<file path="src/rtl/viterbi_pkg.sv">
// Shared types and helpers for the Viterbi traceback engine.
package viterbi_pkg;

  typedef enum logic [1:0] {
    ACCEPT = 2'd0,
    FIND   = 2'd1,
    TRACE  = 2'd2,
    EMIT   = 2'd3
  } state_t;

  function automatic int unsigned state_width(input int unsigned n);
    return (n < 2) ? 32'd1 : 32'($clog2(n));
  endfunction

  // Decoded bit is the MSB of the state index (upper half of the trellis).
  function automatic logic decode_bit(input logic [31:0] s, input int unsigned sw);
    return s[5'(sw - 1)];
  endfunction

endpackage

</file>
<file path="src/rtl/survivor_ram.sv">
// Survivor pointer buffer: one row per trellis column, one write and one async read port.
module survivor_ram #(
  parameter int unsigned DEPTH = 8,
  parameter int unsigned WIDTH = 24,
  localparam int unsigned AW = (DEPTH < 2) ? 1 : $clog2(DEPTH)
) (
  input  logic             clk,
  input  logic             we,
  input  logic [AW-1:0]    waddr,
  input  logic [WIDTH-1:0] wdata,
  input  logic [AW-1:0]    raddr,
  output logic [WIDTH-1:0] rdata
);

  logic [WIDTH-1:0] mem [DEPTH];

  always_ff @(posedge clk) begin
    if (we) mem[waddr] <= wdata;
  end

  assign rdata = mem[raddr];

endmodule

</file>
<file path="src/rtl/viterbi_traceback_engine.sv">
// Viterbi traceback: buffers survivor columns, finds the best final state serially,
// walks the survivors back one column per cycle and streams bits oldest first.
module viterbi_traceback_engine
  import viterbi_pkg::*;
#(
  parameter int unsigned DEPTH   = 8,
  parameter int unsigned NSTATES = 8,
  parameter int unsigned MW      = 4,
  parameter int unsigned SW      = state_width(NSTATES)
) (
  input  logic                  clk,
  input  logic                  rst,
  input  logic                  in_valid,
  output logic                  in_ready,
  input  logic [NSTATES*MW-1:0] in_metrics,
  input  logic [NSTATES*SW-1:0] in_survivors,
  input  logic                  in_last,
  output logic                  out_valid,
  input  logic                  out_ready,
  output logic                  out_bit,
  output logic                  out_last,
  output logic [SW-1:0]         min_state,
  output logic                  busy
);

  localparam int unsigned LW = $clog2(DEPTH + 1);
  localparam int unsigned DW = $clog2(DEPTH);
  localparam int unsigned RW = NSTATES * SW;

  state_t                  state_q, state_d;
  logic [LW-1:0]           len_q, len_d;
  logic [NSTATES*MW-1:0]   metrics_q, metrics_d;
  logic [SW-1:0]           idx_q, idx_d;
  logic [SW-1:0]           best_q, best_d;
  logic [MW-1:0]           best_metric_q, best_metric_d;
  logic [SW-1:0]           cur_q, cur_d;
  logic [DW-1:0]           ptr_q, ptr_d;
  logic [DEPTH-1:0]        bits_q, bits_d;
  logic                    first_q, first_d;
  logic                    in_ready_d, busy_d, out_valid_d, out_bit_d, out_last_d;
  logic [SW-1:0]           min_state_d;

  logic                    accept;
  logic [RW-1:0]           rdata;
  logic [MW-1:0]           metric_arr [NSTATES];
  logic [SW-1:0]           surv_arr   [NSTATES];
  logic [MW-1:0]           cand;
  logic [DW-1:0]           widx;
  logic                    wbit;
  logic                    done;

  assign accept = in_valid & in_ready;

  survivor_ram #(.DEPTH(DEPTH), .WIDTH(RW)) u_ram (
    .clk   (clk),
    .we    (accept),
    .waddr (DW'(len_q)),
    .wdata (in_survivors),
    .raddr (ptr_q),
    .rdata (rdata)
  );

  // Unpack the latched metrics and the survivor row being walked.
  always_comb begin
    for (int s = 0; s < NSTATES; s++) begin
      metric_arr[s] = metrics_q[s*MW +: MW];
      surv_arr[s]   = rdata[s*SW +: SW];
    end
  end

  always_comb begin
    state_d       = state_q;
    len_d         = len_q;
    metrics_d     = metrics_q;
    idx_d         = idx_q;
    best_d        = best_q;
    best_metric_d = best_metric_q;
    cur_d         = cur_q;
    ptr_d         = ptr_q;
    bits_d        = bits_q;
    first_d       = 1'b0;
    out_valid_d   = out_valid;
    out_bit_d     = out_bit;
    out_last_d    = out_last;
    min_state_d   = min_state;
    cand          = metric_arr[idx_q];
    widx          = '0;
    wbit          = 1'b0;
    done          = 1'b0;

    case (state_q)
      ACCEPT: begin
        if (accept) begin
          metrics_d = in_metrics;
          len_d     = len_q + LW'(1);
          if (in_last || (len_q == LW'(DEPTH - 1))) begin
            state_d = FIND;
            idx_d   = '0;
          end
        end
      end
      FIND: begin
        // Strict less-than keeps the lowest index on ties.
        if ((idx_q == '0) || (cand < best_metric_q)) begin
          best_d        = idx_q;
          best_metric_d = cand;
        end
        idx_d = idx_q + SW'(1);
        if (idx_q == SW'(NSTATES - 1)) begin
          state_d = TRACE;
          first_d = 1'b1;
        end
      end
      TRACE: begin
        if (first_q) begin
          min_state_d = best_q;
          cur_d       = best_q;
          widx        = DW'(len_q - LW'(1));
          wbit        = decode_bit(32'(best_q), SW);
          done        = (len_q == LW'(1));
        end else begin
          cur_d = surv_arr[cur_q];
          widx  = ptr_q - DW'(1);
          wbit  = decode_bit(32'(surv_arr[cur_q]), SW);
          done  = (ptr_q == DW'(1));
        end
        ptr_d        = widx;
        bits_d[widx] = wbit;
        if (done) begin
          state_d     = EMIT;
          ptr_d       = '0;
          out_valid_d = 1'b1;
          out_bit_d   = wbit;
          out_last_d  = (len_q == LW'(1));
        end
      end
      EMIT: begin
        if (out_ready) begin
          if (out_last) begin
            state_d     = ACCEPT;
            len_d       = '0;
            out_valid_d = 1'b0;
            out_bit_d   = 1'b0;
            out_last_d  = 1'b0;
          end else begin
            ptr_d      = ptr_q + DW'(1);
            out_bit_d  = bits_q[ptr_d];
            out_last_d = (ptr_d == DW'(len_q - LW'(1)));
          end
        end
      end
      default: state_d = ACCEPT;
    endcase

    in_ready_d = (state_d == ACCEPT);
    busy_d     = (state_d != ACCEPT);
  end

  always_ff @(posedge clk or posedge rst) begin
    if (rst) begin
      state_q       <= ACCEPT;
      len_q         <= '0;
      metrics_q     <= '0;
      idx_q         <= '0;
      best_q        <= '0;
      best_metric_q <= '0;
      cur_q         <= '0;
      ptr_q         <= '0;
      bits_q        <= '0;
      first_q       <= 1'b0;
      in_ready      <= 1'b1;
      busy          <= 1'b0;
      out_valid     <= 1'b0;
      out_bit       <= 1'b0;
      out_last      <= 1'b0;
      min_state     <= '0;
    end else begin
      state_q       <= state_d;
      len_q         <= len_d;
      metrics_q     <= metrics_d;
      idx_q         <= idx_d;
      best_q        <= best_d;
      best_metric_q <= best_metric_d;
      cur_q         <= cur_d;
      ptr_q         <= ptr_d;
      bits_q        <= bits_d;
      first_q       <= first_d;
      in_ready      <= in_ready_d;
      busy          <= busy_d;
      out_valid     <= out_valid_d;
      out_bit       <= out_bit_d;
      out_last      <= out_last_d;
      min_state     <= min_state_d;
    end
  end

endmodule

</file>
<file path="config.mk">
export PLATFORM = sky130hd
export DESIGN_NAME = viterbi_traceback_engine
export DESIGN_NICKNAME = d
export VERILOG_FILES = /design/src/rtl/viterbi_pkg.sv /design/src/rtl/survivor_ram.sv /design/src/rtl/viterbi_traceback_engine.sv
export SDC_FILE = /design/constraint.sdc
export NUM_CORES = 1
export LEC_CHECK = 0
export ABC_CLOCK_PERIOD_IN_PS = 3100
export CAP_MARGIN = 20
export CORE_AREA = 2 2 214 216
export CTS_CLUSTER_SIZE = 20
export DETAILED_ROUTE_END_ITERATION = 8
export DIE_AREA = 0 0 216 218
export MAX_ROUTING_LAYER = met4
export PLACE_DENSITY = 0.53
export SYNTH_ARGS = -nofsm -noshare
export SYNTH_HDL_FRONTEND = slang
export SYNTH_SLANG_ARGS = --single-unit
</file>
<file path="constraint.sdc">
create_clock -name clk -period 3.1 [get_ports clk]
set_input_delay 0.465 -clock clk [delete_from_list [all_inputs] [get_ports clk]]
set_output_delay 0.465 -clock clk [all_outputs]
set_load 0.05 [all_outputs]
</file>
==> impl_metrics.yaml, run 1 <==
global_route:
  grt_pass1_vias: 6285
  globalRouteOverflowTotal: 0
  grtUsageTotal_pct: 11.0
  grt_max_degree: 50
  grt_pass1_wl_um: 38800
  antenna_found_initial: 0
floorplan:
  die-area_mm2: 0.0471
  fp.dieW_um: 216
  row_count: 78
  die_y_um: 218
  ioPinCount: 69
  core-area_mm2: 0.0449
  initial_utilization_pct: 24.6
pwr:
  max-vdd-ir-drop_uv: 386
  intPower_mw: 8.31
  leakage_nw: 4.79
  comb_power_share_pct: 32.7
  pwr-share-seq_pct: 40.1
  p_per_area_mw_per_mm2: 905
  switching_share_pct: 32.3
  finalPower_mw: 12.3
  power_frac_clock_pct: 27.1
  switching_power_mw: 3.96
clock_network:
  clock_latency_ns: 0.58
  htree_levels: 1
  holdBufCountCts: 0
  numCtsBuffers: 28
  cts_root_buf: "clkbuf_16"
  cts_setup_buffers: 0
  cts_buffer_depth: 3
  cts_tree: "yes"
  cts.reportedPaths.clkPinSlew_ns: 0.06
  cts.sinks: 263
drt:
  routedWlPerCell_um: 18.2
  drt_first_pass_iters: 5
  vias: 5969
  vias_per_cell: 4.38
  detail-route-antenna-nets: 0
  drt-total-wl_um: 24900
  drtIter0Drc: 374
  drc: 0
worst_setup_path:
  cpMaxStageDelayCell: "mux4_2"
  crit_path_cell_trace: "mux4_2 > mux2_2 > ha_1 > o21a_1 > o21ai_0 > a31oi_1 > nor2_1 > o21ai_1 > buf_4 > mux2_2"
  crit_required_ns: 3.52
  worst_setup_path_start_kind: "flip-flop"
  cp_top_family: "multiplexers"
  path_buf_inv: 1
  worst_path_most_repeated_cell: "mux2_2"
  crit_fanout: 8
  endpoint_kind: "flip-flop"
  cp.arrival_ns: 3.22
  slowest_delay_ns: 0.53
  critPathKind: "flip-flop to flip-flop"
place:
  io_buffers: 68
  dpl.cell_count: 1311
  place.gp.congestion: 0.779
  dp_hpwl_um: 15700
synthesis:
  yosys_register_bits: 263
  async_flop_share_pct: 27.0
  yosysSeqAreaShare_pct: 68.3
  synth_cells: 648
  syn_area_mm2: 0.0110
  synth_cell_types: 55
  syn_avg_cell_area_um2: 17.0
  synth_edf_count: 192
  yosys_warnings: 0
  synth_nets: 721
  ys.flop_type: "edfxtp_1"
status:
  status: "finished clean"
timing:
  relSlewSlack_pct: 39.3
  fin_crit_ns: 2.80
  hold_viol: 0
  fmax_mhz: 358
  fin_tns_setup_ns: 0
  min_period_over_period_pct: 90.2
  finalSetupViolations: 0
  skew_ns: 0.0506
  finalMaxSlewViolations: 0
  holdWs_ns: 0.292
  rsz0062_at_grt: "false"
  tightest_slew_ns: 0.910
finish:
  multi_input_area_mm2: 0.00329
  regArea_mm2: 0.00755
  nets: 814
  layoutNonFillerInstCount: 1363
  syn2layout_area_growth_pct: 22.7
  fillerInstances: 4474
  drive_gt1_share_pct: 23.9
  n_antenna_cell: 0
hold_path:
  hp-class: "primary input to asynchronous set/reset pin"
flow_run:
  maxCapViolations: 0
-- flip-flops by register name, summed over array words and instances (netlist names) --
signal         count
u_ram.mem        192
metrics_q         32
bits_q             8
best_metric_q      4
len_q              4
best_q             3
cur_q              3
idx_q              3
min_state          3
ptr_q              3
state_q            2
busy               1
first_q            1
in_ready           1
out_bit            1
out_last           1
out_valid          1
-- layer usage --
metal | global-route usage (%) | wire length [µm] | vias to the layer above | part of all wire [%]
met5 | - | 0 | - | 0
met2 | 16.7 | 11100 | 141 | 45
met3 | 2.23 | 1100 | 46 | 4.4
met1 | 14.9 | 11800 | 3037 | 48
met4 | 3.42 | 784 | 0 | 3.2
li1 | - | - | 2745 | -
-- power groups by stage --
stage	Sequential, mW	Combinational [mW]	Clock (mW)
finish	4.92	4.02	3.33
global placement	5.01	4.05	0
global route	5.02	4.44	3.60
floorplan	4.72	3.05	0
detailed placement	5.01	4.06	0
CTS	4.94	4.08	3.44
-- worst paths after layout --
| path | start | endpoint | slack [ns] | cells after the start |
|---|---|---|---|---|
| max | idx_q[0] | best_metric_q[2] | 0.30 | 10 |
| min | rst | metrics_q[13] | 0.29 | 2 |
| max reg2reg | idx_q[0] | best_metric_q[2] | 0.30 | 10 |
| min reg2reg | min_state[1] | min_state[1] | 0.47 | 2 |
| max in group asynchronous | rst | idx_q[1] | 2.16 | 3 |
| min in group clk | min_state[1] | min_state[1] | 0.47 | 2 |
-- synthesized netlist by cell type (3+ instances only) --
master | count | share of area (%)
ha_1 | 12 | 1.4
dfrtp_1 | 70 | 16
a22oi_1 | 18 | 1.2
nor3_1 | 11 | 0.50
xnor2_1 | 4 | 0.32
buf_1 | 3 | 0.10
mux4_2 | 42 | 8.6
mux2_2 | 50 | 5.1
and3_1 | 5 | 0.28
nand2_1 | 23 | 0.78
a21oi_1 | 9 | 0.41
edfxtp_1 | 192 | 52
clkbuf_1 | 15 | 0.51
a2111oi_0 | 4 | 0.32
inv_1 | 20 | 0.68
o21ai_0 | 12 | 0.54
buf_2 | 13 | 0.59
nand4_1 | 3 | 0.17
xor2_1 | 4 | 0.32
nor2b_1 | 8 | 0.45
a21o_1 | 3 | 0.20
mux4_1 | 6 | 1.4
mux2i_1 | 33 | 3.0
a31oi_1 | 3 | 0.17
nor2_1 | 33 | 1.1
nand3_1 | 13 | 0.59
-- stage by stage --
stage	instance area, µm²	setup slack (ns)	utilization, %
after floorplan	11000	0.0289	-
final	13600	0.304	30.2
after CTS	13600	0.149	30.2
after global placement	12600	0.170	28.1
after detailed placement	12600	0.153	28.1
after global routing	13600	0.110	30.2
-- placed cells by master (no fill, tap or decap), drive strengths merged, types with 3 or more instances in the layout --
cell,synthesis,layout
edfxtp,192,192
dfrtp,70,70
clkdlybuf4s50,0,68
mux2,50,50
mux4,48,48
clkbuf,15,34
mux2i,33,33
nor2,33,33
buf,20,30
nand2,23,23
inv,20,20
a22oi,18,18
nand3,13,13
o21ai,13,13
ha,12,12
nor3,11,11
clkinv,0,10
a21oi,9,9
nor2b,8,8
and3,5,5
clkinvlp,0,5
a2111oi,4,4
xnor2,4,4
xor2,4,4
nand4,3,3
a21o,3,3
a31oi,3,3
bufinv,0,3
and2,3,3
-- cell type report --
cell class / count / area share (%)
Inverter: 20 / 0.554
Sequential cell: 263 / 55.7
Multi-Input combinational cell: 330 / 24.2
Clock inverter: 18 / 1.49
Clock buffer: 34 / 5.34
Tap cell: 600 / 5.54
Timing Repair Buffer: 98 / 7.15
-- repair_timing --
action / CTS / global route
endpoints found under the hold margin: 0 / 0
gates resized for setup: 0 / 2
setup endpoints to repair: 0 / 5
-- logic make-up after synthesis --
family / Yosys count / synth area share (%)
AOI/OAI and AO/OA: 76 / 5.09
DFF: 263 / 68.3
buffers and inverters: 55 / 2.22
adders and majority gates: 12 / 1.36
muxes: 131 / 18.1
and+or+nand+nor: 103 / 4.32
xor gates and xnor gates: 8 / 0.634
No activity file was read; power rests on OpenSTA's default activity.
==> run 2: changes to the inputs <==
--- a/config.mk
+++ b/config.mk
@@ -5,6 +5,7 @@
 export SDC_FILE = /design/constraint.sdc
 export NUM_CORES = 1
 export LEC_CHECK = 0
+export ABC_AREA = 0
 export ABC_CLOCK_PERIOD_IN_PS = 3100
 export CAP_MARGIN = 20
 export CORE_AREA = 2 2 214 216
==> results of run 2 <==
The final DEF is identical to that of run 1; final timing and power are the same.
==> run 3: changes to the inputs <==
--- a/config.mk
+++ b/config.mk
@@ -8,12 +8,14 @@
 export ABC_AREA = 0
 export ABC_CLOCK_PERIOD_IN_PS = 3100
 export CAP_MARGIN = 20
-export CORE_AREA = 2 2 214 216
+export CORE_AREA = 2 2 181 183
 export CTS_CLUSTER_SIZE = 20
 export DETAILED_ROUTE_END_ITERATION = 8
-export DIE_AREA = 0 0 216 218
+export DIE_AREA = 0 0 183 185
 export MAX_ROUTING_LAYER = met4
-export PLACE_DENSITY = 0.53
+export PLACE_DENSITY = 0.65
+export RECOVER_POWER = 100
+export SETUP_SLACK_MARGIN = 0.05
 export SYNTH_ARGS = -nofsm -noshare
 export SYNTH_HDL_FRONTEND = slang
 export SYNTH_SLANG_ARGS = --single-unit
==> run 3 against run 2 <==
Compared with the run above: the run now ends with max-capacitance violations, max-slew violations left; final cell count down 14%; flip-flop and latch count unchanged; core utilization up 11 points; clock power down 6.3%; combinational power down 2%; clock skew down 0.043 ns.
==> impl_metrics.yaml, run 3 (synthesis results as in run 1) <==
global_route:
  grt_pass1_vias: 6101
  grtUsageTotal_pct: 14.1
  antenna_found_initial: 0
  globalRouteOverflowTotal: 0
  grt_max_degree: 41
  grt_pass1_wl_um: 35500
finish:
  largest_reg_flops: 192
  mostFrequentLayoutCell: "edfxtp_1"
  top_register: "u_ram.mem"
  drive_gt1_share_pct: 20.6
  reg_top3: "u_ram.mem (192), metrics_q (32), bits_q (8)"
  syn2layout_area_growth_pct: 18.8
  nets: 815
  layout_common_cells: "edfxtp_1 (192), dfrtp_1 (69), mux2_2 (50)"
  n_antenna_cell: 0
  layoutNonFillerInstCount: 1170
worst_setup_path:
  worst_setup_path_start_kind: "flip-flop"
  rr_worst_depth: 6
  endpoint_kind: "flip-flop"
  critPathKind: "flip-flop to flip-flop"
  crit_required_ns: 3.51
  cp.arrival_ns: 3.29
  crit_fanout: 18
clock_network:
  post_cts_resized: 0
  htree_levels: 1
  cts.reportedPaths.clkPinSlew_ns: 0.06
  cts.sinks: 263
  clock_latency_ns: 0.53
  cts_buffer_depth: 3
  cts_setup_buffers: 0
  cts_root_buf: "clkbuf_16"
  cts_tree: "yes"
  numCtsBuffers: 27
  holdBufCountCts: 0
floorplan:
  fp.dieW_um: 183
  ioPinCount: 69
  row_count: 66
  die_y_um: 185
  die-area_mm2: 0.0339
  core-area_mm2: 0.0320
  initial_utilization_pct: 34.5
hold_path:
  hp-class: "flip-flop to flip-flop"
  min_path_cells: 1
status:
  violations: "max-capacitance violations, max-slew violations"
  status: "finished with violations"
timing:
  fin_tns_setup_ns: 0
  skew_ns: 0.00808
  finalSetupViolations: 0
  setup_ws_ns: 0.220
  fin_crit_ns: 2.88
  hold_viol: 0
  rsz0062_at_grt: "false"
  fmax_mhz: 347
  finalMaxSlewViolations: 25
  min_period_over_period_pct: 92.9
  relSlewSlack_pct: -22.8
  tightest_slew_ns: 1.84
drt:
  vias_per_cell: 5.09
  drc: 0
  vias: 5958
  routedWlPerCell_um: 19.6
  detail-route-antenna-nets: 0
  drt-total-wl_um: 22900
  drt_first_pass_iters: 5
  drtIter0Drc: 401
place:
  dp_hpwl_um: 14600
  io_buffers: 68
  post-place-ws_ns: 0.264
  place.gp.congestion: 0.769
  dpl.cell_count: 1121
pwr:
  p_per_area_mw_per_mm2: 905
  leakage_nw: 4.76
  finalPower_mw: 11.9
  max-vdd-ir-drop_uv: 418
flow_run:
  maxCapViolations: 1
run 3: changes by cell type in the layout (fill, tap and decap cells not counted), moves of 5 or more:
cell	change
buf_4	-10
clkbuf_1	+6
clkbuf_2	+6
clkdlybuf4s50_1	-33
clkinv_1	+5
dlygate4sd3_1	+33
run 3: final timing paths:
check                        startpoint           end  slack, ns
max                            ptr_q[0]       out_bit       0.22
min                        min_state[0]  min_state[0]       0.47
max reg2reg                    ptr_q[0]       out_bit       0.22
min reg2reg                min_state[0]  min_state[0]       0.47
max in group asynchronous           rst      ptr_q[1]       0.67
min in group asynchronous           rst  metrics_q[4]       0.74
run 3: area by class of cell:
cell class	instances	area (µm²)
repair buffers	100	890
fillers	2903	18900
clock inverters	19	168
inverters	20	75.1
flip-flops and latches	263	7540
well taps	408	510
multi-input cells	330	3250
clock buffers	30	687
run 3: through the flow:
stage | hold slack [ns] | area (µm²) | utilization [%]
after floorplan | 0.471 | 11000 | -
after global placement | 0.463 | 12400 | 38.7
after detailed placement | 0.469 | 12400 | 38.7
after CTS | 0.412 | 13200 | 41.3
after global routing | 0.501 | 13100 | 41.0
final | 0.474 | 13100 | 41.0
run 3: layer usage:
layer | vias up | track usage (%) | part of all wire (%)
met5 | - | - | 0
met4 | 0 | 3.87 | 2.0
met2 | 107 | 23.3 | 50
met1 | 3081 | 18.3 | 45
li1 | 2739 | - | -
met3 | 31 | 1.91 | 3.4
run 3: where the power goes:
part           leakage [nW]  switching (mW)  internal [mW]
Combinational          1.73            1.99           1.94
Sequential             2.62           0.504           4.34
Clock                 0.413            1.29           1.84
run 3: worst max-delay path, cell delays in order (launching register included):
cell	delay [ns]
dfrtp_1	0.88
buf_4	0.31
mux4_2	0.50
mux2i_1	0.14
o22ai_1	0.11
o32a_1	0.45
a221o_1	0.37
